**src/rtl/param_controller.sv**
```systemverilog
// Fetch/decode/execute controller for the simple 16-bit processor.
// Fetches from external instruction memory and drives the datapath.
module param_controller #(
  parameter int PC_W    = 7,
  parameter int DADDR_W = 8,
  parameter int RST_PC  = 0
) (
  input  logic               Clk,
  input  logic               Rst,
  output logic [PC_W-1:0]    I_addr,
  input  logic [15:0]        I_data,
  input  logic               I_valid,
  input  logic               Ra_zero,
  output logic [PC_W-1:0]    PC_out,
  output logic [15:0]        IR_out,
  output logic [3:0]         OutState,
  output logic [3:0]         NextState,
  output logic [DADDR_W-1:0] D_addr,
  output logic               D_wr,
  output logic [1:0]         RF_s,
  output logic [3:0]         RF_W_addr,
  output logic               RF_W_en,
  output logic [3:0]         RF_Ra_addr,
  output logic [3:0]         RF_Rb_addr,
  output logic [2:0]         Alu_s0,
  output logic [7:0]         RF_W_const,
  output logic               Halted
);

  typedef enum logic [3:0] {
    S_INIT   = 4'd0,
    S_FETCH  = 4'd1,
    S_DECODE = 4'd2,
    S_NOOP   = 4'd3,
    S_LOAD_A = 4'd4,
    S_LOAD_B = 4'd5,
    S_STORE  = 4'd6,
    S_ADD    = 4'd7,
    S_SUB    = 4'd8,
    S_LOADC  = 4'd9,
    S_JMPZ   = 4'd10,
    S_HALT   = 4'd11
  } state_t;

  typedef struct packed {
    logic [DADDR_W-1:0] d_addr;
    logic               d_wr;
    logic [1:0]         rf_s;
    logic [3:0]         w_addr;
    logic               w_en;
    logic [3:0]         ra_addr;
    logic [3:0]         rb_addr;
    logic [2:0]         alu;
    logic [7:0]         w_const;
    logic               halted;
  } ctl_t;

  localparam logic [PC_W-1:0] RST_V = PC_W'(RST_PC);

  state_t            state;
  state_t            nstate;
  logic [PC_W-1:0]   pc;
  logic [PC_W-1:0]   pc_nx;
  logic [PC_W-1:0]   jmp_tgt;
  logic [15:0]       ir;
  logic [15:0]       ir_nx;
  ctl_t              ctl;

  // Map an opcode to its execute state; upper opcodes fall into NOOP.
  function automatic state_t op_state(input logic [3:0] op);
    state_t s;
    case (op)
      4'b0000: s = S_NOOP;
      4'b0001: s = S_STORE;
      4'b0010: s = S_LOAD_A;
      4'b0011: s = S_ADD;
      4'b0100: s = S_LOADC;
      4'b0101: s = S_SUB;
      4'b0110: s = S_JMPZ;
      4'b0111: s = S_HALT;
      default: s = S_NOOP;
    endcase
    return s;
  endfunction

  // Moore control word for a given state and instruction.
  function automatic ctl_t decode(input state_t s, input logic [15:0] i);
    ctl_t c;
    c = '0;
    case (s)
      S_STORE: begin
        c.d_addr  = i[DADDR_W-1:0];
        c.ra_addr = i[11:8];
        c.d_wr    = 1'b1;
      end
      S_LOAD_A: begin
        c.d_addr = i[DADDR_W-1:0];
        c.rf_s   = 2'b01;
        c.w_addr = i[11:8];
      end
      S_LOAD_B: begin
        c.d_addr = i[DADDR_W-1:0];
        c.rf_s   = 2'b01;
        c.w_addr = i[11:8];
        c.w_en   = 1'b1;
      end
      S_ADD, S_SUB: begin
        c.w_addr  = i[11:8];
        c.ra_addr = i[7:4];
        c.rb_addr = i[3:0];
        c.alu     = (s == S_ADD) ? 3'b001 : 3'b010;
        c.rf_s    = 2'b00;
        c.w_en    = 1'b1;
      end
      S_LOADC: begin
        c.w_addr  = i[11:8];
        c.w_const = i[7:0];
        c.rf_s    = 2'b10;
        c.w_en    = 1'b1;
      end
      S_JMPZ: begin
        c.ra_addr = i[11:8];
      end
      S_HALT: begin
        c.halted = 1'b1;
      end
      default: c = '0;
    endcase
    return c;
  endfunction

  // PC already points past the JMPZ, so subtract one to land on own+k8.
  assign jmp_tgt = pc + PC_W'({{8{ir[7]}}, ir[7:0]}) - PC_W'(1);

  // Next state, PC and IR.
  always_comb begin
    nstate = state;
    pc_nx  = pc;
    ir_nx  = ir;
    case (state)
      S_INIT: begin
        pc_nx  = RST_V;
        nstate = S_FETCH;
      end
      S_FETCH: begin
        if (I_valid) begin
          ir_nx  = I_data;
          pc_nx  = pc + PC_W'(1);
          nstate = S_DECODE;
        end
      end
      S_DECODE: nstate = op_state(ir[15:12]);
      S_LOAD_A: nstate = S_LOAD_B;
      S_JMPZ: begin
        if (Ra_zero) pc_nx = jmp_tgt;
        nstate = S_FETCH;
      end
      S_HALT:  nstate = S_HALT;
      default: nstate = S_FETCH;
    endcase
  end

  // State, PC, IR and the registered control word.
  always_ff @(posedge Clk) begin
    if (Rst) begin
      state <= S_INIT;
      pc    <= '0;
      ir    <= '0;
      ctl   <= '0;
    end else begin
      state <= nstate;
      pc    <= pc_nx;
      ir    <= ir_nx;
      ctl   <= decode(nstate, ir_nx);
    end
  end

  assign I_addr     = pc;
  assign PC_out     = pc;
  assign IR_out     = ir;
  assign OutState   = state;
  assign NextState  = nstate;
  assign D_addr     = ctl.d_addr;
  assign D_wr       = ctl.d_wr;
  assign RF_s       = ctl.rf_s;
  assign RF_W_addr  = ctl.w_addr;
  assign RF_W_en    = ctl.w_en;
  assign RF_Ra_addr = ctl.ra_addr;
  assign RF_Rb_addr = ctl.rb_addr;
  assign Alu_s0     = ctl.alu;
  assign RF_W_const = ctl.w_const;
  assign Halted     = ctl.halted;

endmodule

```
**config.mk**
```make
export PLATFORM = sky130hd
export DESIGN_NAME = param_controller
export DESIGN_NICKNAME = d
export VERILOG_FILES = /design/src/rtl/param_controller.sv
export SDC_FILE = /design/constraint.sdc
export NUM_CORES = 1
export LEC_CHECK = 0
export ABC_CLOCK_PERIOD_IN_PS = 2600
export CORE_MARGIN = 2
export CORE_UTILIZATION = 46
export CTS_CLUSTER_DIAMETER = 50
export DETAILED_ROUTE_END_ITERATION = 10
export PLACE_DENSITY = 0.85
export SKIP_CTS_REPAIR_TIMING = 1
export SYNTH_ARGS = -nofsm -noshare
export SYNTH_HDL_FRONTEND = slang
export SYNTH_SLANG_ARGS = --single-unit
```
**constraint.sdc**
```tcl
create_clock -name Clk -period 2.6 [get_ports Clk]
set_input_delay 0.65 -clock Clk [delete_from_list [all_inputs] [get_ports Clk]]
set_output_delay 0.65 -clock Clk [all_outputs]
set_load 0.05 [all_outputs]
```
==> results.py <==
metrics = {
    "clock_network": {
        "clkTransAtPathRegs_ps": 80,
        "root_buffer": "clkbuf_8",
        "numCtsBuffers": 9,
        "clock-sinks": 66,
        "cts_tree": "done",
        "clock_latency_ps": 340,
        "cts_buffer_depth": 2,
        "cts_max_level": 3,
    },
    "setup_path": {
        "crit_slowest_cell": "clkdlybuf4s50_1",
        "crit_fanout": 12,
        "cp.arrival_ps": 1820,
        "endpoint_kind": "output pin",
        "path_cells": "clkdlybuf4s50_1",
        "required_ps": 1950,
        "reg2reg_depth": 11,
        "critPathMaxStageDelay_ps": 890,
        "crit_type": "flop to output pin",
        "start_kind": "flop",
        "crit_buf_inv": 1,
        "reg2reg_to": "I_addr[5]",
        "timing.rr.start": "I_addr[1]",
        "rrSetupSlack_ps": 270,
        "cp_top_family": "buffers and inverters",
    },
    "sta": {
        "tightest_slew_ps": 787,
        "skew_ps": 8.76,
        "setup_slack_ps": 133,
        "relSlewSlack_pct": 47.0,
        "min_period_over_period_pct": 94.9,
        "finalSetupViolCount": 0,
        "fmax_mhz": 405,
        "final_hold_viol_count": 0,
        "layout_min_cycle_time_ps": 2470,
        "hold_slack_ps": 496,
        "setup_tns_ps": 0,
        "rsz0062_at_grt": "false",
        "drv_slew": 0,
    },
    "cells_and_area": {
        "areaGrowthSynthToFinish_pct": 41.5,
        "post-route-util_pct": 68.2,
        "drive_gt1_share_pct": 12.0,
        "n_antenna_cell": 0,
        "layout.cells.non_filler": 484,
        "fin_nets": 439,
    },
    "global_route": {
        "met3_usage_pct": 7.65,
        "track_usage_pct": 23.4,
        "grt_pass1_wl_um": 13000,
        "grt_most_used_layer": "met2",
        "antenna_found_initial": 0,
        "overflow": 0,
        "grt_pass1_vias": 2663,
        "grt_max_degree": 24,
        "grt_use_met2_pct": 39.3,
        "grt_util_met1_pct": 26.9,
    },
    "min_path": {
        "holdPathEnd": "IR_out[14]",
        "whs_path_depth": 2,
        "hp-start": "IR_out[14]",
        "hold_class": "flop to flop",
    },
    "flow_run": {
        "cap_viol_max_count": 0,
    },
    "power": {
        "power.static_leakage_nw": 1.60,
        "internal_power_mw": 1.77,
        "pwr-share-clk_pct": 38.6,
        "ir_drop_v": 0.000493,
        "p_sw_mw": 0.753,
        "power-per-cell-area_mw_per_mm2": 619,
        "seq_power_share_pct": 42.2,
        "sw_frac_of_total_pct": 29.8,
        "combPwrFrac_pct": 19.2,
    },
    "floorplan": {
        "core_area_mm2": 0.00599,
        "rows": 28,
        "die_area_mm2": 0.00693,
        "die_w_um": 83.2,
        "start_util_pct": 48.2,
        "fp.dieH_um": 83.2,
        "io-pin-count": 94,
    },
    "synthesis": {
        "synthCells": 312,
        "ys_seq_area_share_pct": 45.8,
        "async_reset_ff_share_pct": 0,
        "synth_nets": 347,
        "yosysUniqueCellTypes": 52,
        "synth_area_mm2": 0.00289,
        "synth_edf_count": 0,
        "yosysWarnings": 0,
        "synth.avg_cell_area_um2": 9.26,
        "ys.flop_type": "dfxtp_1",
        "synth-seq-cells": 66,
    },
    "route": {
        "wl_per_cell_um": 16.3,
        "viasPerCell": 5.40,
        "dr.pass1.iters": 4,
        "vias": 2612,
        "drc": 0,
        "wirelength_um": 7880,
        "drt-initial-drc-count": 123,
        "ant_nets": 0,
    },
    "placement": {
        "pre_cts_ws_ps": -5.02,
        "io_buffers": 92,
        "hpwl_um": 5760,
        "place_congestion": 0.897,
        "dpl.cell_count": 468,
    },
    "run_status": {
        "outcome": "finished clean",
    },
}
==> logic make-up after synthesis <==
| logic type | after synthesis | synth area share (%) |
|---|---|---|
| fa+ha+maj | 15 | 6.76 |
| simple gates | 105 | 20.5 |
| buf+inv | 51 | 8.10 |
| flops | 66 | 45.8 |
| mux | 12 | 4.16 |
| compound gates | 59 | 13.7 |
| other cells | 1 | 0.130 |
| xor+xnor | 3 | 0.910 |
==> worst max path at each step <==
stage / end / startpoint / depth (start not counted) / slack (ps)
after CTS: NextState[0] / I_valid / 4 / -8
after floorplan: NextState[1] / OutState[2] / 5 / 50
final: OutState[3] / OutState[3] / 1 / 130
after global placement: NextState[0] / I_valid / 4 / 60
after global routing: NextState[1] / OutState[3] / 5 / 20
after detailed placement: NextState[0] / I_valid / 4 / -5
==> final cells by class <==
class / count / area, um^2
Sequential cell: 66 / 1330
Timing Repair Buffer: 102 / 996
Clock buffer: 9 / 124
Tap cell: 75 / 93.8
Inverter: 30 / 113
Clock inverter: 7 / 98.8
Multi-Input combinational cell: 195 / 1340
Fill cell: 450 / 1900
==> placed cells by master, fill, tap and decap left out, drive strengths merged, types with 2 or more instances in the layout <==
master and n:
nor2 32, xnor2 2, dfxtp 66, buf 15
o22ai 2, nor4b 2, or2 2, nor2b 9
a21o 2, nand2 14, clkdlybuf4s50 86, o21a 2
nand2b 2, mux2i 12, inv 33, a21boi 5
o21ai 11, and2 2, a22o 4, bufinv 2
ha 14, nor3 17, or4 2, a211oi 6
a21oi 15, nand3 12, o21bai 3, nand3b 5
clkbuf 9, a31oi 2
==> metrics by stage <==
| stage | total power [mW] | cell area, um^2 |
|---|---|---|
| CTS | 2.53 | 4080 |
| global placement | 1.55 | 3860 |
| global route | 2.63 | 4090 |
| detailed placement | 1.57 | 3860 |
| finish | 2.53 | 4090 |
| floorplan | 1.41 | 2890 |
==> registers in the layout (all words and copies together), names as in the netlist, 4 cells and up, named ones only <==
signal	count
OutState	4
RF_W_addr	4
D_addr	8
IR_out	16
RF_Ra_addr	4
I_addr	7
RF_Rb_addr	4
RF_W_const	8
==> synthesized netlist by cell type, drive strengths merged, types with 6 or more instances <==
cell type	number	area, um^2
buf	14	95.1
nand2	14	52.6
nor2	32	120
nor2b	9	63.8
nand3	12	60.1
o21ai	11	55.1
clkbuf	7	26.3
a21oi	15	75.1
ha	14	175
nor3	17	125
a211oi	6	50.1
inv	30	113
mux2i	12	120
dfxtp	66	1320
==> per-layer routing <==
metal  share of wire, %  vias to the layer above
met1                 39                     1222
met5                  0                        -
li1                   -                     1252
met4                2.3                        0
met2                 49                      116
met3                8.7                       22
==> power by group through the flow <==
stage	combinational, mW	sequential [mW]	clock (mW)
after floorplan	0.251	1.15	0
after global routing	0.521	1.07	1.04
final	0.485	1.07	0.977
after global placement	0.461	1.09	0
after CTS	0.484	1.06	0.983
after detailed placement	0.478	1.09	0
Note: power is estimated with default switching activity, not from simulation.
